[src/rtl/hud_text_sequencer.sv]
// HUD text refresh sequencer: snapshots N_FIELDS game counters and writes each
// one as two ASCII digits into the character RAM through a stallable write port.
//
//  state     | meaning
//  ----------+--------------------------------------------------------------
//  S_IDLE    | waiting for update_req, or a frame_tick with a changed value
//  S_LOAD    | capture clamped values_in into the working snapshot, idx = 0
//  S_CONV    | shared converter turns field idx into tens/ones characters
//  S_WR_TENS | write tens character, held until wr_ready
//  S_WR_ONES | write ones character, then next field or finish
//  S_DONE    | done pulse, commit last-written snapshot, restart if pending
module hud_text_sequencer #(
   parameter int N_FIELDS     = 4,
   parameter int ADDR_W       = 7,
   parameter int BASE_ADDR    = 0,
   parameter int FIELD_STRIDE = 4,
   parameter int BLANK_LZ     = 1
) (
   input  logic                    clk,
   input  logic                    rst,
   input  logic                    update_req,
   input  logic                    frame_tick,
   input  logic [8*N_FIELDS-1:0]   values_in,
   input  logic                    wr_ready,
   output logic                    wr_en,
   output logic [ADDR_W-1:0]       wr_addr,
   output logic [6:0]              wr_data,
   output logic                    busy,
   output logic                    done
);

   localparam logic [2:0] S_IDLE    = 3'd0;
   localparam logic [2:0] S_LOAD    = 3'd1;
   localparam logic [2:0] S_CONV    = 3'd2;
   localparam logic [2:0] S_WR_TENS = 3'd3;
   localparam logic [2:0] S_WR_ONES = 3'd4;
   localparam logic [2:0] S_DONE    = 3'd5;

   localparam int IDX_W = (N_FIELDS > 1) ? $clog2(N_FIELDS) : 1;
   localparam logic [IDX_W-1:0] LAST_IDX = IDX_W'(N_FIELDS - 1);

   logic [2:0]                 state_q, state_d;
   logic [IDX_W-1:0]           idx_q, idx_d;
   logic [N_FIELDS-1:0][7:0]   snap_q, snap_d;
   logic [N_FIELDS-1:0][7:0]   last_q, last_d;
   logic [6:0]                 tens_chr_q, tens_chr_d;
   logic [6:0]                 ones_chr_q, ones_chr_d;
   logic                       pending_q, pending_d;

   logic [N_FIELDS-1:0][7:0]   clamped;
   logic [N_FIELDS-1:0][7:0]   ref_snap;
   logic                       changed;
   logic                       trig;
   logic [7:0]                 conv_val;
   logic [3:0]                 conv_tens;
   logic [3:0]                 conv_ones;
   logic [ADDR_W-1:0]          field_addr;

   always_comb begin
      for (int i = 0; i < N_FIELDS; i++) begin
         clamped[i] = (values_in[8*i +: 8] > 8'd99) ? 8'd99 : values_in[8*i +: 8];
      end
   end

   // In DONE the working snapshot is what is about to become the last-written one.
   assign ref_snap = (state_q == S_DONE) ? snap_q : last_q;
   assign changed  = (clamped != ref_snap);
   assign trig     = update_req || (frame_tick && changed);

   assign conv_val = snap_q[idx_q];

   always_comb begin
      conv_tens = 4'd0;
      for (int k = 1; k < 10; k++) begin
         if (conv_val >= 8'(10 * k)) conv_tens = 4'(k);
      end
      conv_ones = 4'(conv_val - 8'(10 * conv_tens));
   end

   always_comb begin
      state_d    = state_q;
      idx_d      = idx_q;
      snap_d     = snap_q;
      last_d     = last_q;
      tens_chr_d = tens_chr_q;
      ones_chr_d = ones_chr_q;
      pending_d  = pending_q;

      if (state_q != S_IDLE && state_q != S_DONE && trig) pending_d = 1'b1;

      case (state_q)
         S_IDLE: begin
            if (trig) state_d = S_LOAD;
         end
         S_LOAD: begin
            snap_d  = clamped;
            idx_d   = '0;
            state_d = S_CONV;
         end
         S_CONV: begin
            tens_chr_d = ((BLANK_LZ != 0) && (conv_tens == 4'd0)) ? 7'h20 : {3'b011, conv_tens};
            ones_chr_d = {3'b011, conv_ones};
            state_d    = S_WR_TENS;
         end
         S_WR_TENS: begin
            if (wr_ready) state_d = S_WR_ONES;
         end
         S_WR_ONES: begin
            if (wr_ready) begin
               if (idx_q == LAST_IDX) begin
                  state_d = S_DONE;
               end else begin
                  idx_d   = idx_q + 1'b1;
                  state_d = S_CONV;
               end
            end
         end
         S_DONE: begin
            last_d    = snap_q;
            pending_d = 1'b0;
            state_d   = (pending_q || trig) ? S_LOAD : S_IDLE;
         end
         default: state_d = S_IDLE;
      endcase
   end

   always_ff @(posedge clk or posedge rst) begin
      if (rst) begin
         state_q    <= S_IDLE;
         idx_q      <= '0;
         snap_q     <= '0;
         last_q     <= '1;
         tens_chr_q <= '0;
         ones_chr_q <= '0;
         pending_q  <= 1'b0;
      end else begin
         state_q    <= state_d;
         idx_q      <= idx_d;
         snap_q     <= snap_d;
         last_q     <= last_d;
         tens_chr_q <= tens_chr_d;
         ones_chr_q <= ones_chr_d;
         pending_q  <= pending_d;
      end
   end

   // Address arithmetic wraps modulo 2^ADDR_W.
   assign field_addr = ADDR_W'(BASE_ADDR) + ADDR_W'(FIELD_STRIDE) * ADDR_W'(idx_q);

   assign wr_en   = (state_q == S_WR_TENS) || (state_q == S_WR_ONES);
   assign wr_addr = (state_q == S_WR_TENS) ? field_addr :
                    (state_q == S_WR_ONES) ? field_addr + ADDR_W'(1) : '0;
   assign wr_data = (state_q == S_WR_TENS) ? tens_chr_q :
                    (state_q == S_WR_ONES) ? ones_chr_q : 7'd0;
   assign busy    = (state_q != S_IDLE);
   assign done    = (state_q == S_DONE);

endmodule

[config.mk]
export PLATFORM = sky130hd
export DESIGN_NAME = hud_text_sequencer
export DESIGN_NICKNAME = d
export VERILOG_FILES = /design/src/rtl/hud_text_sequencer.sv
export SDC_FILE = /design/constraint.sdc
export NUM_CORES = 1
export LEC_CHECK = 0
export CAP_MARGIN = 20
export CELL_PAD_IN_SITES_DETAIL_PLACEMENT = 1
export CELL_PAD_IN_SITES_GLOBAL_PLACEMENT = 1
export CORE_ASPECT_RATIO = 1.25
export CORE_UTILIZATION = 44
export CTS_CLUSTER_DIAMETER = 60
export DETAILED_ROUTE_END_ITERATION = 10
export GPL_TIMING_DRIVEN = 0
export PLACE_DENSITY_LB_ADDON = 0.15
export SLEW_MARGIN = 10
export SYNTH_ARGS = -nofsm -noshare
export SYNTH_HDL_FRONTEND = slang
export SYNTH_SLANG_ARGS = --single-unit
[constraint.sdc]
create_clock -name clk -period 4.8 [get_ports clk]
set_clock_uncertainty 0.15 [all_clocks]
set_input_delay 0.96 -clock clk [delete_from_list [all_inputs] [get_ports clk]]
set_output_delay 0.96 -clock clk [all_outputs]
set_load 0.05 [all_outputs]
After elaboration in Yosys (flattened, before gate mapping)
Index checks and enable logic that the tools add are counted.
{"block": "word_totals", "rom_bits": 0, "output_inout_bits": 17, "wordCells": 88, "regBits": 82, "ramBits": 0, "memories": 0, "input_bits": 37, "latch_bits": 0}
{"block": "classes", "mux": 32, "n_mul": 1, "eq_ne": 12, "magnitude_cmp": 14, "addsub": 3, "bitwise": 0, "n_shift": 0, "n_div": 0, "n_reduce_logical": 13}
{"cell": "two-way mux 8 bit", "count": 5}
{"cell": "> comparator 8 x 7 -> 1 bit, second input constant", "count": 4}
{"cell": "two-way mux 32 bit", "count": 1}
{"cell": "two-way mux 4 bit", "count": 8}
{"cell": "!= test 32 bit", "count": 1}
{"cell": ">= comparator 8 x 6 -> 1 bit, second input constant", "count": 3}
{"cell": ">= comparator 8 x 7 -> 1 bit, second input constant", "count": 3}
{"cell": "one-hot mux 3 bit (6 select lines)", "count": 1}
{"cell": "binary-select mux 8 bit (select 2 bit)", "count": 1}
{"cell": ">= comparator 8 x 5 -> 1 bit, second input constant", "count": 2}
{"cell": "two-way mux 5 bit", "count": 3}
{"cell": "two-way mux 3 bit", "count": 4}
{"cell": ">= comparator 8 x 4 -> 1 bit, second input constant", "count": 1}
{"cell": "!= test 2 bit, second input constant", "count": 4}
{"cell": "two-way mux 7 bit", "count": 1}
{"cell": "equality test 3 x 2 -> 1 bit, second input constant", "count": 2}
{"cell": "equality test 3 bit, second input constant", "count": 2}
{"cell": "two-way mux 6 bit", "count": 1}
{"cell": "AND reduction 3 bit", "count": 2}
{"cell": "adder 4 x 1 -> 5 bit, second input constant", "count": 1}
{"cell": "logical NOT 4 bit", "count": 1}
{"cell": "multiplier 3 x 4 -> 3 bit, first input constant", "count": 1}
{"cell": "two-way mux 1 bit", "count": 4}
{"cell": "two-way mux 2 bit", "count": 2}
{"cell": "other kinds (12)", "count": 17}

Logic depth before layout (Yosys ltp)
{"block": "logic_depth", "ltp_word": 14, "depth_mapped": 14, "ltp_nobuf": 12}

Least setup slack after synthesis
OpenSTA, ideal clock, no wires.
{"block": "synth_path", "path_type": "register -> output", "startpoint": "register state_q[0]", "endpoint": "output port wr_addr[2]", "n_path_buf": 1, "stages_incl_launch_ff": 6, "t_arrival_ns": 3.601, "slack_ns": 0.089, "t_required_ns": 3.690, "cell_sequence": "dfrtp_1 > clkbuf_1 > nor3b_1 > inv_1 > o21ai_0 > and2_1"}
{"block": "synth_via", "elab_chain_cells": 3, "elab_cells_between_ends": 4, "classes_between": "2 x eq/ne; 2 x mux"}
{"item": "from (decl)", "line_no": "42", "text": "logic [2:0] state_q, state_d;"}
{"item": "from (signal assigned)", "line_no": "137", "text": "state_q <= state_d;"}
{"item": "equality test 3 bit", "line_no": "152", "text": "(state_q == S_WR_ONES) ? field_addr + ADDR_W'(1) : '0;"}
{"item": "two-way mux 5 bit", "line_no": "152"}
{"item": "two-way mux 5 bit *", "line_no": "151", "text": "assign wr_addr = (state_q == S_WR_TENS) ? field_addr :"}
{"item": "to (decl)", "line_no": "26", "text": "output logic [ADDR_W-1:0] wr_addr,"}
Every way passes the cells marked *; elsewhere a longest branch is shown, timed or not.

Worst setup path after layout
Same ends and word-level chain as after synthesis.

==> results.json <==
{
  "gp_congestion": 0.8874,
  "drv_cap": 0,
  "async_flop_share_pct": 100.0,
  "yosys.area.top_type": "dfrtp_1",
  "powerDensity_nw_per_um2": 691.7,
  "clk_pin_slew_ns": 0.06,
  "finalNonFillerCells": 691,
  "via_count": 3952,
  "synth_area_sq_um": 4647,
  "timing.slew.headroom_pct": 39.42,
  "clk_latency_ns": 0.34,
  "cts_tree": "yes",
  "critical_path_class": "reg2out",
  "synth_commonest_cells": "97 x nand2_1, 48 x dfrtp_1, 42 x o21ai_0, 37 x nor2_1, 32 x dfstp_2",
  "netlist.area_leader.share_pct": 25.85,
  "cts_buffers": 9,
  "postCtsSetupBuffers": 0,
  "grt_use_met2_pct": 50.85,
  "syn_inst": 492,
  "grt_pass1_wl_um": 22380,
  "reg2reg_depth": 13,
  "drt_pre_antenna_iters": 4,
  "cts.path.max_buffers": 2,
  "yosys_warnings": 0,
  "fp.dieArea_sq_um": 10980,
  "synth_seq_cells": 80,
  "post_synth_num_cell_types": 67,
  "hpwl_um": 10580,
  "endpoint_kind": "primary output",
  "critPathRequiredTime_ns": 3.69,
  "busiest_layer": "met2",
  "track_usage_pct": 27.80,
  "drc": 0,
  "grt_max_degree": 58,
  "slew_viol_final": 0,
  "port_buffers": 48,
  "post-route-period-util_pct": 85.26,
  "ys.flop_type": "dfrtp_1",
  "fin_area_sq_um": 5658,
  "synth_most_common_cell": "nand2_1",
  "netSwitchingPower_mw": 1.649,
  "status": "completed",
  "routedWlPerCell_um": 20.41,
  "synth_area_leaders": "dfrtp_1 26%, dfstp_2 18%, nand2_1 7.8%",
  "cp_max_fo": 10,
  "dp.cells": 674,
  "io_pins": 54,
  "setup_ws_ns": 0.7075,
  "post-place-ws_ns": 0.7200,
  "hold_class": "reg2reg",
  "post_cts_resize_count": 0,
  "cp-start-kind": "flip-flop",
  "fin_crit_ns": 4.092,
  "layout.nets": 597,
  "use_met3_pct": 4.264,
  "p_int_mw": 2.264,
  "whs_path_depth": 2,
  "p_leak_nw": 2.453,
  "postSynthAreaPerCell_sq_um": 9.445,
  "fmax_ghz": 0.2444,
  "pwr-share-seq_pct": 32.6,
  "setup_viol": 0,
  "num_rows": 41,
  "root_buffer": "clkbuf_16",
  "grt_use_met1_pct": 31.46,
  "switching_share_pct": 42.14,
  "place_area_sq_um": 5334,
  "cts.hold.buffers_added": 0,
  "htreeDepth": 3,
  "worstPathArrival_ns": 2.98,
  "drt_wl_total_um": 14110,
  "ir_drop_mv": 0.3114,
  "clock_power_share_pct": 18.5,
  "finalSetupTns_ns": 0,
  "antenna_cells": 0,
  "yosysSeqAreaShare_pct": 43.94,
  "die_h_um": 116.9,
  "core_area_sq_um": 10210,
  "syn_to_final_growth_pct": 21.76,
  "synth_edf_count": 0,
  "rsz0062_at_grt": "false",
  "viasPerCell": 5.719,
  "start_util_pct": 45.52,
  "first_global_vias": 4185,
  "power_mw": 3.914,
  "ant_nets": 0,
  "drtIter0Drc": 165,
  "clock_sinks": 80,
  "drive_above_1_share_pct": 17.44,
  "power_frac_comb_pct": 48.9,
  "worstMarginPinSlew_ns": 0.9068,
  "die_w_um": 93.92,
  "antenna_found_initial": 0,
  "grt_overflow": 0,
  "hold_violations": 0
}
## layer usage
metal / routed length (um) / share of wire (%) / vias up
met2: 7584 / 54 / 70
li1: - / - / 1847
met1: 5607 / 40 / 2004
met5: 0 / 0 / -
met3: 336 / 2.4 / 31
met4: 577 / 4.1 / 0
## power groups by stage
stage / logic, mW / clock network (mW) / registers (mW)
final: 1.91 / 0.725 / 1.28
after detailed placement: 1.91 / 0 / 1.28
after floorplan: 1.40 / 0 / 1.18
after global placement: 1.81 / 0 / 1.26
after CTS: 1.93 / 0.736 / 1.27
after global routing: 2.10 / 0.762 / 1.30
## flip-flops by register name, indices dropped and copies added, names as in the netlist
name        count
tens_chr_q      5
idx_q           2
last_q         32
snap_q         32
pending_q       1
ones_chr_q      5
state_q         3
## stage by stage
stage / hold slack, ns / util [%]
after floorplan: 0.2853 / -
after global placement: 0.2935 / 51.95
after detailed placement: 0.3015 / 52.25
after CTS: 0.3116 / 55.37
after global routing: 0.3280 / 55.42
final: 0.3084 / 55.42
## worst paths after layout
path	endpoint	from	slack (ns)
worst max-delay path	wr_addr[2]	state_q[0]	0.71
worst min-delay path	last_q[31]	last_q[31]	0.31
worst max register to register	ones_chr_q[3]	idx_q[0]	0.76
worst min register to register	last_q[31]	last_q[31]	0.31
max in group asynchronous	last_q[11]	rst	3.04
min in group asynchronous	ones_chr_q[3]	rst	0.81
## layout by cell type, fill, tap and decap left out, types with 10 or more instances in the layout
cell	netlist	layout
nand2_1	97	97
dfrtp_1	48	48
clkdlybuf4s50_1	0	48
o21ai_0	42	42
nor2_1	37	37
dfstp_2	32	32
inv_1	22	21
nor3_1	14	14
mux2i_1	13	13
clkbuf_1	11	12
nand3_1	12	12
xnor2_1	10	10
mux2_2	10	10
## critical path, cell delays in order (launching register included)
cell	delay, ns
dfrtp_1	0.41
clkbuf_1	0.22
nor3b_1	0.55
clkbuf_2	0.29
inv_1	0.07
o21ai_0	0.14
and2_1	0.18
clkdlybuf4s50_1	0.80
## cell families after synthesis
group	count (synthesis)	synth area share, %
simple gates	208	21.27
fa+ha+maj	3	0.9692
compound gates	97	13.54
other cells	1	0.08070
mux	38	11.95
buf+inv	49	5.223
flops	80	43.94
xor+xnor	16	3.016
## area by class of cell
cell class	count	area (sq um)
Tap cell	129	161.4
Clock buffer	14	284.0
Timing Repair Buffer	50	513.0
Buffer	26	156.4
Multi-Input combinational cell	367	2377
Sequential cell	80	2042
Fill cell	1152	4551
Inverter	23	88.84
Clock inverter	2	35.03
Note: power is estimated with default switching activity, not from simulation.
